--- src/rtl/qam_mapper_param.sv ---
// rtl/qam_mapper_param.sv - serial-bit Gray-coded QPSK/16QAM/64QAM mapper with FWFT symbol FIFO
module qam_mapper_param #(
  parameter int IQ_W       = 8,
  parameter int FIFO_DEPTH = 4
) (
  input  logic                   clk,
  input  logic                   reset,
  input  logic                   en,
  input  logic                   Bin,
  input  logic [1:0]             mode,
  input  logic                   out_ready,
  output logic                   out_valid,
  output logic signed [IQ_W-1:0] I_out,
  output logic signed [IQ_W-1:0] Q_out,
  output logic [15:0]            sym_cnt,
  output logic                   overflow
);

  localparam int PTR_W = $clog2(FIFO_DEPTH);

  // Gray field of k bits -> signed level (2b - (2^k - 1)) scaled by 2^(IQ_W-4)
  function automatic logic signed [IQ_W-1:0] map_axis(input logic [2:0] g, input logic [2:0] k);
    logic [2:0]             b;
    logic [2:0]             odd;
    logic signed [4:0]      l5;
    logic signed [IQ_W-1:0] lvl;
    case (k)
      3'd1: begin
        b   = {2'b00, g[0]};
        odd = 3'd1;
      end
      3'd2: begin
        b   = {1'b0, g[1], g[1] ^ g[0]};
        odd = 3'd3;
      end
      default: begin
        b   = {g[2], g[2] ^ g[1], g[2] ^ g[1] ^ g[0]};
        odd = 3'd7;
      end
    endcase
    l5  = $signed({1'b0, b, 1'b0}) - $signed({2'b00, odd});
    lvl = {{(IQ_W-5){l5[4]}}, l5};
    return lvl <<< (IQ_W - 4);
  endfunction

  logic [2:0]             bit_cnt;
  logic [4:0]             shift_reg;
  logic [1:0]             mode_lat;
  logic [1:0]             eff_mode;
  logic [2:0]             k;
  logic [2:0]             bps;
  logic [5:0]             asm_word;
  logic                   sym_done;
  logic [2:0]             g_i;
  logic [2:0]             g_q;
  logic signed [IQ_W-1:0] lvl_i;
  logic signed [IQ_W-1:0] lvl_q;

  logic [PTR_W:0]         wr_ptr;
  logic [PTR_W:0]         rd_ptr;
  logic                   empty;
  logic                   full;
  logic                   pop;
  logic                   push;
  logic signed [IQ_W-1:0] mem_i [FIFO_DEPTH];
  logic signed [IQ_W-1:0] mem_q [FIFO_DEPTH];

  // Symbol assembly: pick mode for this bit, form the 6-bit word, split into I/Q Gray fields
  always_comb begin
    eff_mode = (bit_cnt == 3'd0) ? mode : mode_lat;
    case (eff_mode)
      2'b01:   k = 3'd2;
      2'b10:   k = 3'd3;
      default: k = 3'd1;
    endcase
    bps      = {k[1:0], 1'b0};
    // newest bit sits at the LSB, so the earliest bit of the symbol is the field MSB
    asm_word = {shift_reg, Bin};
    sym_done = en && ((bit_cnt + 3'd1) == bps);
    case (k)
      3'd1: begin
        g_i = {2'b00, asm_word[1]};
        g_q = {2'b00, asm_word[0]};
      end
      3'd2: begin
        g_i = {1'b0, asm_word[3:2]};
        g_q = {1'b0, asm_word[1:0]};
      end
      default: begin
        g_i = asm_word[5:3];
        g_q = asm_word[2:0];
      end
    endcase
    lvl_i = map_axis(g_i, k);
    lvl_q = map_axis(g_q, k);
  end

  assign empty = (wr_ptr == rd_ptr);
  assign full  = (wr_ptr[PTR_W] != rd_ptr[PTR_W]) &&
                 (wr_ptr[PTR_W-1:0] == rd_ptr[PTR_W-1:0]);
  assign pop   = !empty && out_ready;
  // a pop on the same edge frees the slot, so a full FIFO can still take the new symbol
  assign push  = sym_done && (!full || pop);

  assign out_valid = !empty;
  assign I_out     = empty ? '0 : mem_i[rd_ptr[PTR_W-1:0]];
  assign Q_out     = empty ? '0 : mem_q[rd_ptr[PTR_W-1:0]];

  // Bit counter, shift history and per-symbol mode latch
  always_ff @(posedge clk or negedge reset) begin
    if (!reset) begin
      bit_cnt   <= 3'd0;
      shift_reg <= 5'd0;
      mode_lat  <= 2'b00;
    end else if (en) begin
      shift_reg <= asm_word[4:0];
      if (bit_cnt == 3'd0) mode_lat <= mode;
      bit_cnt <= sym_done ? 3'd0 : bit_cnt + 3'd1;
    end
  end

  // FIFO pointers, accepted-symbol counter and sticky drop flag
  always_ff @(posedge clk or negedge reset) begin
    if (!reset) begin
      wr_ptr   <= '0;
      rd_ptr   <= '0;
      sym_cnt  <= 16'd0;
      overflow <= 1'b0;
    end else begin
      if (push) wr_ptr <= wr_ptr + 1'b1;
      if (pop) begin
        rd_ptr  <= rd_ptr + 1'b1;
        sym_cnt <= sym_cnt + 16'd1;
      end
      if (sym_done && !push) overflow <= 1'b1;
    end
  end

  // FIFO storage; contents are only observed through valid pointers so need no reset
  always_ff @(posedge clk) begin
    if (push) begin
      mem_i[wr_ptr[PTR_W-1:0]] <= lvl_i;
      mem_q[wr_ptr[PTR_W-1:0]] <= lvl_q;
    end
  end

endmodule

--- config.mk ---
export PLATFORM = sky130hd
export DESIGN_NAME = qam_mapper_param
export DESIGN_NICKNAME = d
export VERILOG_FILES = /design/src/rtl/qam_mapper_param.sv
export SDC_FILE = /design/constraint.sdc
export NUM_CORES = 1
export LEC_CHECK = 0
export BUFFER_PORTS_ARGS = -buffer_cell sky130_fd_sc_hd__buf_4
export CAP_MARGIN = 5
export CORE_UTILIZATION = 52
export CTS_BUF_LIST = sky130_fd_sc_hd__clkbuf_16
export CTS_CLUSTER_SIZE = 14
export DETAILED_ROUTE_END_ITERATION = 12
export PLACE_DENSITY_LB_ADDON = 0.12
export SLEW_MARGIN = 20
export SYNTH_ARGS = -nofsm -noshare
export SYNTH_HDL_FRONTEND = slang
export SYNTH_SLANG_ARGS = --single-unit
--- constraint.sdc ---
create_clock -name clk -period 2.71 [get_ports clk]
set_clock_uncertainty 0.1 [all_clocks]
set_input_delay 0.271 -clock clk [delete_from_list [all_inputs] [get_ports clk]]
set_output_delay 0.271 -clock clk [all_outputs]
set_load 0.02 [all_outputs]
==> run summary, run 1 <==
Critical path's top delay family -> adder cells
FF-to-FF End -> mem_i[1][3]$_DFFE_PP_
Pins Over Slew Limit -> 0
Count leader, synth -> dfrtp_1
Register Area -> 1550 sq um
Post-Synthesis Cells -> 233
Clock Path Buffers -> 2
Reg with most FFs -> sym_cnt
Post-route setup TNS -> -0.0427 ns
Post-route ant nets -> 0
R2r setup slk -> -0.01 ns
Routed WL per cell -> 14.5 um
EDFF count, synth -> 24
Synth Cell Area -> 3000 sq um
Total congestion overflow -> 0
Kind of critical path -> reg2reg
Clock transition at path regs -> 0.05 ns
Synth warnings -> 0
Pwr per Cell Area -> 1380 nW/um^2
Worst hold path type -> in2reg
Maximum capacitance violations -> 0
CTS tree -> built
Flip-flop and latch count after synthesis -> 57
Initial drt markers -> 64
# setup viols final -> 4
Sequential area share after synthesis -> 0.515
Relative slew slack -> 0.653
RSZ-0062 raised after global routing -> yes
CP Max Fanout -> 4
Run status -> finished with violations
CP startpoint kind -> flip-flop
Crit-path cells -> inv_2 -> ha_4 -> nand2_4 -> mux2i_4 -> inv_2 -> ha_4 -> inv_2 -> a31oi_1 -> a21oi_1 -> o21ai_1 -> ha_2 -> ha_4 -> xnor2_1 -> a22o_1
Initial Utilization -> 0.542
Yosys top cell by area -> dfrtp_1
Vias in the first global route -> 1813
TritonCTS buffer count -> 9
Htree depth -> 3
DRC Markers -> 0
Chip width -> 78.0 um
Worst Setup End Kind -> flip-flop
Failing checks -> setup timing
Post-synth top cells -> 33 x dfrtp_1, 24 x edfxtp_1, 21 x xnor2_1
P_leak -> 0.00161 uW
Placed cell areas -> 3340 sq um
Post-DP HPWL -> 3.50 mm
Multi-input logic area -> 1390 sq um
Top_reg_cell synth -> dfrtp_1
Layout cells sized above 1 -> 0.336
Fill count -> 412
Placeable core region -> 5540 sq um
Top post-synthesis cells by area -> dfrtp_1 28%, edfxtp_1 24%, xnor2_1 6.1%
Fmax -> 367 MHz
Number of flip-flops under the largest register name -> 16
Wire length of the first global-routing pass -> 8.80 mm
Clock Latency Late Sink -> 0.32 ns
Die area -> 6080 sq um
Total GRT Usage -> 0.193
Hold depth -> 2
Fin crit share -> 1.00
Async SR Flop Fraction -> 0.579
Hold_sp -> Bin
Worst VDD drop -> 0.747 mV
Clk root buf -> clkbuf_16
Avg Inst Size Synth -> 12.9 sq um
Count of different cell masters after synthesis -> 44
ANT cells -> 0
Vias per inst -> 5.15
Post-route cell area -> 3740 sq um
Minimum clock period -> 2.72 ns
Vias -> 1828
Critical path data required time -> 2.66 ns
Final GP Congestion -> 0.743
Final Hold Vio Count -> 0
Count of standard-cell rows -> 27
Routed WL -> 5.16 mm
Max incr delay on CP -> 0.37 ns
Worst setup path start -> bit_cnt[1]$_DFFE_PN0P_
Port Buf Inserts -> 32
Nets -> 298
R2r startpoint -> bit_cnt[1]$_DFFE_PN0P_
Crit path DAT -> 2.68 ns
Pin count of the biggest net entering global routing -> 34
CP max stage cell -> dfrtp_1
I/O pin total -> 41
Buf+Inv Stages, Crit Path -> 3
Initial antenna violation count -> 0
Worst-Margin Slew -> 0.518 ns
PnR worst setup slack -> -0.0130 ns
Area grow syn2layout -> 24.6%
Die height -> 78.0 um
Initial DRT Pass Iterations -> 4
Yosys top cell area share -> 0.275
R2R cell count -> 14
CTS sink count -> 57
WHS Endpoint -> shift_reg[0]$_DFFE_PN0P_
## worst max path at each step
stage	endpoint	slack [ns]	cells after the start
after floorplan	mem_i[0][3]$_DFFE_PP_	-0.02	15
after global placement	mem_i[2][3]$_DFFE_PP_	0.09	14
after detailed placement	mem_i[2][3]$_DFFE_PP_	-0.006	14
after CTS	mem_i[0][3]$_DFFE_PP_	0.003	14
after global routing	mem_i[1][3]$_DFFE_PP_	-0.12	14
final	mem_i[1][3]$_DFFE_PP_	-0.01	14
## cell type report
cell class	instances	share of cell area
Clock buffer	9	0.0602
Clock inverter	7	0.0294
Inverter	11	0.0110
Multi-Input combinational cell	154	0.371
Sequential cell	57	0.413
Tap cell	72	0.0241
Timing Repair Buffer	45	0.0910
## routing by layer
metal,vias to the layer above,GRT usage,share of wire
li1,894,-,-
met1,889,0.264,0.48
met2,35,0.290,0.47
met3,10,0.0529,0.031
met4,0,0.0833,0.017
met5,-,0,0
## logic make-up after synthesis
kind of cell / after synthesis / synth area share
compound gates: 18 / 0.0417
xor+xnor: 32 / 0.106
fa+ha+maj: 13 / 0.0542
buf+inv: 29 / 0.0567
flops: 57 / 0.515
mux: 17 / 0.0900
other cells: 1 / 0.00125
simple gates: 66 / 0.135
## where the power goes
part | switching [uW] | internal, uW | leakage [uW] | total (uW)
Sequential | 220 | 1290 | 0.000625 | 1510
Combinational | 1220 | 1170 | 0.000820 | 2390
Clock | 365 | 888 | 0.000164 | 1250
## stage by stage
step                      total power, uW   util  cells  setup slack [ns]  hold slack (ns)
after floorplan                      3180      -    240           -0.0155           -0.125
after global placement               3740  0.602    335            0.0890            0.139
after detailed placement             3810  0.602    335          -0.00635            0.138
after CTS                            5140  0.670    354           0.00277            0.132
after global routing                 5470  0.675    355            -0.117            0.142
final                                5150  0.675    355           -0.0130            0.144
## repair_timing
action                                  4_1_cts  5_1_grt
endpoints found under the setup margin        4        4
hold endpoints to repair                     33        0
hold buffers                                  1        0
pin swaps                                     1        6
setup buffers                                 2        1
gates resized for setup                       2        7
## cells in the final DEF, fill, tap and decap left out, drive strengths merged, types with 9 or more instances in the layout
master  synthesis  final
nand2          14     14
xnor2          21     21
edfxtp         24     24
xor2           10     10
dfrtp          33     33
buf            14     44
inv            11     12
ha             13     13
clkbuf          4      9
Power figures use the tool's default switching activity.
==> run 2: changes to the inputs <==
--- a/config.mk
+++ b/config.mk
@@ -9,4 +9,5 @@
 export CAP_MARGIN = 5
-export CORE_UTILIZATION = 52
-export CTS_BUF_LIST = sky130_fd_sc_hd__clkbuf_16
+export CELL_PAD_IN_SITES_DETAIL_PLACEMENT = 0
+export CELL_PAD_IN_SITES_GLOBAL_PLACEMENT = 1
+export CORE_UTILIZATION = 42
 export CTS_CLUSTER_SIZE = 14
==> constraint.sdc (replaced) <==
create_clock -name clk -period 2.71 [get_ports clk]
set_clock_uncertainty 0.1 [all_clocks]
set_input_delay 0.4065 -clock clk [delete_from_list [all_inputs] [get_ports clk]]
set_output_delay 0.4065 -clock clk [all_outputs]
set_load 0.02 [all_outputs]
==> run 2 against run 1 <==
  * Critical path depth stayed put
  * Maximum frequency is 3.2% higher
  * Sequential power hardly changed
  * Wire length hardly changed
  * Highest routed layer unchanged
  * The flow now finishes without violations
  * Largest cell class unchanged
  * Final area is 2.3% lower
  * Non-clock buffer count stayed put
  * Setup slack better by 0.084 ns
  * Clock power is 33% lower
==> run summary, run 2 (same netlist as run 1, synthesis figures left out) <==
Nets -> 298 (unchanged)
DRC Markers -> 0 (unchanged)
Most frequent cells in the layout -> 44 x buf_4, 33 x dfrtp_1, 24 x edfxtp_1 (unchanged)
Port Buf Inserts -> 32 (unchanged)
Total congestion overflow -> 0 (unchanged)
Htree depth -> 3 (unchanged)
Count of standard-cell rows -> 30 (was 27)
Kind of critical path -> reg2reg (unchanged)
Worst hold path type -> in2reg (unchanged)
Hold depth -> 2 (unchanged)
Vias in the first global route -> 1634 (was 1813)
RSZ-0062 raised after global routing -> yes (unchanged)
Vias -> 1808 (was 1828)
CTS tree -> built (unchanged)
Total GRT Usage -> 0.153 (was 0.193)
Clock Latency Late Sink -> 0.34 ns (was 0.32 ns)
Post-DP HPWL -> 3.61 mm (was 3.50 mm)
Minimum clock period -> 2.64 ns (was 2.72 ns)
Clock Path Buffers -> 2 (unchanged)
Fin crit share -> 0.974 (was 1.00)
Layout cells sized above 1 -> 0.353 (was 0.336)
Worst-Margin Slew -> 0.574 ns (was 0.518 ns)
Wire length of the first global-routing pass -> 8.27 mm (was 8.80 mm)
CP startpoint kind -> flip-flop (unchanged)
Worst VDD drop -> 0.560 mV (was 0.747 mV)
Number of flip-flops under the largest register name -> 16 (unchanged)
Placed cell areas -> 3370 sq um (was 3340 sq um)
Worst Setup End Kind -> flip-flop (unchanged)
Critical path data required time -> 2.68 ns (was 2.66 ns)
Post-route ant nets -> 0 (unchanged)
Die height -> 86.5 um (was 78.0 um)
Routed WL -> 5.16 mm (about the same)
Die area -> 7490 sq um (was 6080 sq um)
CP Max Fanout -> 4 (unchanged)
Commonest non-fill, non-tap cell in the layout -> buf_4 (unchanged)
Fill count -> 617 (was 412)
Clk root buf -> clkbuf_8 (was clkbuf_16)
Initial drt markers -> 49 (was 64)
M3 GR Usage -> 0.0600 (was 0.0529)
TritonCTS buffer count -> 9 (unchanged)
Vias per inst -> 4.77 (was 5.15)
ANT cells -> 0 (unchanged)
Fmax -> 379 MHz (was 367 MHz)
# setup viols final -> 0 (was 4)
Relative slew slack -> 0.615 (was 0.653)
CTS sink count -> 57 (unchanged)
Run status -> complete, no violations (was finished with violations)
P_leak -> 0.00155 uW (was 0.00161 uW)
Initial antenna violation count -> 0 (unchanged)
GRT busiest layer -> met2 (unchanged)
Final GP Congestion -> 0.741 (was 0.743)
Maximum capacitance violations -> 0 (unchanged)
Chip width -> 86.5 um (was 78.0 um)
Pins Over Slew Limit -> 0 (unchanged)
Pin count of the biggest net entering global routing -> 34 (unchanged)
Routed WL per cell -> 13.6 um (was 14.5 um)
Crit path DAT -> 2.61 ns (was 2.68 ns)
Placeable core region -> 6830 sq um (was 5540 sq um)
Pwr per Cell Area -> 1300 nW/um^2 (was 1380 nW/um^2)
Post-route cell area -> 3650 sq um (was 3740 sq um)
I/O pin total -> 41 (unchanged)
Met2 Usage GRT -> 0.218 (was 0.290)
Final Hold Vio Count -> 0 (unchanged)
Met1 GRT Util -> 0.208 (was 0.264)
Area grow syn2layout -> 21.8% (was 24.6%)
Initial DRT Pass Iterations -> 4 (unchanged)
Finished Layout Cells -> 379 (was 355)
Clock transition at path regs -> 0.06 ns (was 0.05 ns)
Reg with most FFs -> sym_cnt (unchanged)
Initial Utilization -> 0.439 (was 0.542)
Placed insts -> 359 (was 335)
Post-route setup TNS -> 0 ns (was -0.0427 ns)
R2R cell count -> 14 (unchanged)
R2r setup slk -> 0.07 ns (was -0.01 ns)
==> run 2: power breakdown <==
group	leakage (uW)	internal, uW	switching, uW
Clock	0.000106	512	329
Combinational	0.000822	1190	1200
Sequential	0.000625	1290	237
==> run 2: per-stage QoR <==
step	hold slack (ns)	utilization	power, uW	worst slack [ns]
global route	0.258	0.535	5080	-0.0763
floorplan	0.0109	-	3180	-0.0155
global placement	0.284	0.493	3780	0.125
detailed placement	0.283	0.493	3810	0.0359
CTS	0.250	0.525	4670	0.0215
finish	0.259	0.535	4760	0.0707
==> run 2: metal layers <==
layer  share of wire  up-vias  wire length (um)
met5               0        -                 0
met4           0.016        0                81
met3           0.037        7               190
met2            0.46       31              2360
met1            0.49      880              2530
li1                -      890                 -
==> run 2: final timing paths <==
check | from | end
hold / removal | Bin | shift_reg[0]$_DFFE_PN0P_
max in group asynchronous | reset | mode_lat[0]$_DFFE_PN0P_
min in group asynchronous | reset | sym_cnt[10]$_DFFE_PN0P_
hold reg to reg | overflow$_DFFE_PN0P_ | overflow$_DFFE_PN0P_
setup / recovery | bit_cnt[1]$_DFFE_PN0P_ | mem_i[2][3]$_DFFE_PP_
setup reg to reg | bit_cnt[1]$_DFFE_PN0P_ | mem_i[2][3]$_DFFE_PP_
==> run 2: area by class of cell <==
class,instances,area (sq um),share of cell area
Sequential cell,57,1550,0.423
Multi-Input combinational cell,154,1400,0.382
Timing Repair Buffer,45,340,0.0931
Clock buffer,10,128,0.0349
Tap cell,96,120,0.0329
Clock inverter,6,82.6,0.0226
Inverter,11,41.3,0.0113
==> run 2: worst max-delay path: stages (launching register included) <==
cell     delay (ns)
dfrtp_1        0.37
inv_2          0.06
ha_4           0.16
nand2_4        0.08
mux2i_2        0.23
buf_4          0.16
ha_4           0.21
inv_2          0.04
a31oi_1        0.06
a21oi_1        0.13
o21ai_1        0.08
ha_2           0.20
ha_4           0.16
xnor2_2        0.13
a22o_1         0.24
==> run 2: timing repair <==
item	4_1_cts	5_1_grt
hold endpoints to repair	33	0
gates resized for setup	0	13
endpoints found under the setup margin	0	23
hold buffers	1	0
setup buffers	0	3
==> run 3: changes to the inputs <==
Settings changed: CORE_UTILIZATION 42 to 46.
Clock period 2.71 ns to 2.75 ns, I/O delays scaled along.
==> run 3 against run 2 <==
  * Power decreased by 7.9%
  * Critical path depth is the same
  * Sequential share of layout area rose by 1.2 points
  * Maximum frequency up 0.83%
==> run summary, run 3 (same netlist as run 1, synthesis figures left out) <==
R2R cell count -> 14 (unchanged)
Nets -> 296 (was 298)
P_leak -> 0.00152 uW (was 0.00155 uW)
Clock Latency Late Sink -> 0.33 ns (was 0.34 ns)
Dpl ws -> 0.0456 ns (was 0.0359 ns)
Commonest non-fill, non-tap cell in the layout -> buf_4 (unchanged)
CP max stage cell -> dfrtp_1 (unchanged)
Initial Utilization -> 0.475 (was 0.439)
Area grow syn2layout -> 18.5% (was 21.8%)
Vias per inst -> 4.99 (was 4.77)
Number of flip-flops under the largest register name -> 16 (unchanged)
Minimum clock period -> 2.62 ns (was 2.64 ns)
Wire length of the first global-routing pass -> 7.58 mm (was 8.27 mm)
DRC Markers -> 0 (unchanged)
Max incr delay on CP -> 0.39 ns (was 0.37 ns)
M3 GR Usage -> 0.0623 (was 0.0600)
CTS tree -> built (unchanged)
CP Max Fanout -> 4 (unchanged)
Clock transition at path regs -> 0.06 ns (about the same)
Pin count of the biggest net entering global routing -> 34 (unchanged)
Layout cells sized above 1 -> 0.335 (was 0.353)
Die area -> 6850 sq um (was 7490 sq um)
Post-DP HPWL -> 3.43 mm (was 3.61 mm)
Relative slew slack -> 0.650 (was 0.615)
Hold depth -> 2 (unchanged)
Fin crit share -> 0.952 (was 0.974)
Die height -> 82.8 um (was 86.5 um)
Reg with most FFs -> sym_cnt (unchanged)
Vias -> 1787 (was 1808)
Total GRT Usage -> 0.156 (was 0.153)
Buf+Inv Stages, Crit Path -> 3 (unchanged)
Met1 GRT Util -> 0.228 (was 0.208)
Fmax -> 382 MHz (was 379 MHz)
Met2 Usage GRT -> 0.205 (was 0.218)
Worst-Margin Slew -> 0.526 ns (was 0.574 ns)
Final GP Congestion -> 0.693 (was 0.741)
Pwr per Cell Area -> 1230 nW/um^2 (was 1300 nW/um^2)
Most frequent cells in the layout -> 41 x buf_4, 33 x dfrtp_1, 24 x edfxtp_1 (was 44 x buf_4, 33 x dfrtp_1, 24 x edfxtp_1)
Final Hold Vio Count -> 0 (unchanged)
Crit path depth -> 14 (unchanged)
Vias in the first global route -> 1541 (was 1634)
Finished Layout Cells -> 358 (was 379)
GRT busiest layer -> met1 (was met2)
Routed WL -> 4.84 mm (was 5.16 mm)
TritonCTS buffer count -> 9 (unchanged)
RSZ-0062 raised after global routing -> no (was yes)
Kind of critical path -> reg2reg (unchanged)
ANT cells -> 0 (unchanged)
Initial drt markers -> 102 (was 49)
# setup viols final -> 0 (unchanged)
Initial antenna violation count -> 0 (unchanged)
Port Buf Inserts -> 32 (unchanged)
Cell mode on critical path -> ha_4 (unchanged)
Post-route setup TNS -> 0 ns (unchanged)
Run status -> complete, no violations (unchanged)
Placeable core region -> 6310 sq um (was 6830 sq um)
Maximum capacitance violations -> 0 (unchanged)
Clock Path Buffers -> 2 (unchanged)
Htree depth -> 3 (unchanged)
I/O pin total -> 41 (unchanged)
Post-layout util -> 0.563 (was 0.535)
Critical path data required time -> 2.71 ns (was 2.68 ns)
CP startpoint kind -> flip-flop (unchanged)
Crit path DAT -> 2.58 ns (was 2.61 ns)
Total power -> 4380 uW (was 4760 uW)
Pins Over Slew Limit -> 0 (unchanged)
PnR worst setup slack -> 0.132 ns (was 0.0707 ns)
Total congestion overflow -> 0 (unchanged)
Worst hold path type -> in2reg (unchanged)
CTS sink count -> 57 (unchanged)
Crit-path cells -> inv_2 -> ha_4 -> nand2_4 -> mux2i_4 -> buf_6 -> ha_4 -> inv_1 -> a31oi_1 -> a21oi_1 -> o21ai_1 -> ha_2 -> ha_4 -> nor2_1 -> a22o_1 (was inv_2 -> ha_4 -> nand2_4 -> mux2i_2 -> buf_4 -> ha_4 -> inv_2 -> a31oi_1 -> a21oi_1 -> o21ai_1 -> ha_2 -> ha_4 -> xnor2_2 -> a22o_1)
Worst Setup End Kind -> flip-flop (unchanged)
Placed insts -> 339 (was 359)
Routed WL per cell -> 13.5 um (was 13.6 um)
Fill count -> 525 (was 617)
Count of standard-cell rows -> 29 (was 30)
Critical path's top delay family -> adder cells (unchanged)
Post-route ant nets -> 0 (unchanged)
Initial DRT Pass Iterations -> 4 (unchanged)
Clk root buf -> clkbuf_8 (unchanged)
Chip width -> 82.8 um (was 86.5 um)
Worst VDD drop -> 0.682 mV (was 0.560 mV)
-- run 3: worst paths after layout --
path | startpoint | to | slack, ns
worst max-delay path | bit_cnt[1]$_DFFE_PN0P_ | mem_i[0][3]$_DFFE_PP_ | 0.13
worst min-delay path | Bin | shift_reg[0]$_DFFE_PN0P_ | 0.27
worst max register to register | bit_cnt[1]$_DFFE_PN0P_ | mem_i[0][3]$_DFFE_PP_ | 0.13
worst min register to register | sym_cnt[15]$_DFFE_PN0P_ | sym_cnt[15]$_DFFE_PN0P_ | 0.38
max in group asynchronous | reset | shift_reg[1]$_DFFE_PN0P_ | 1.77
min in group asynchronous | reset | sym_cnt[11]$_DFFE_PN0P_ | 0.46
-- run 3: area by class of cell --
cell class | count | area [sq um] | share of cell area
inverters | 11 | 41.3 | 0.0116
clock inverters | 4 | 20.0 | 0.00563
flip-flops and latches | 57 | 1550 | 0.435
multi-input cells | 154 | 1390 | 0.390
repair buffers | 43 | 329 | 0.0925
well taps | 77 | 96.3 | 0.0271
clock buffers | 12 | 135 | 0.0380
-- run 3: metrics by stage --
stage / instance area [sq um] / hold slack, ns
floorplan: 3070 / 0.0169
global placement: 3340 / 0.284
detailed placement: 3340 / 0.283
CTS: 3500 / 0.256
global route: 3560 / 0.261
finish: 3560 / 0.272
-- run 3: what timing repair did --
item | CTS | global route
hold buffers | 1 | 0
endpoints found under the setup margin | 0 | 22
resized for setup | 0 | 10
endpoints found under the hold margin | 33 | 0
buffers inserted | 0 | 2
-- run 3: metal layers --
layer / up-vias / share of wire
li1: 892 / -
met1: 852 / 0.51
met2: 37 / 0.44
met3: 6 / 0.039
met4: 0 / 0.015
met5: - / 0
-- run 3: report_power, final --
group	switching (uW)	total [uW]	leakage, uW	internal, uW
Clock	308	629	0.0000839	321
Sequential	230	1500	0.000625	1270
Combinational	1130	2260	0.000811	1120
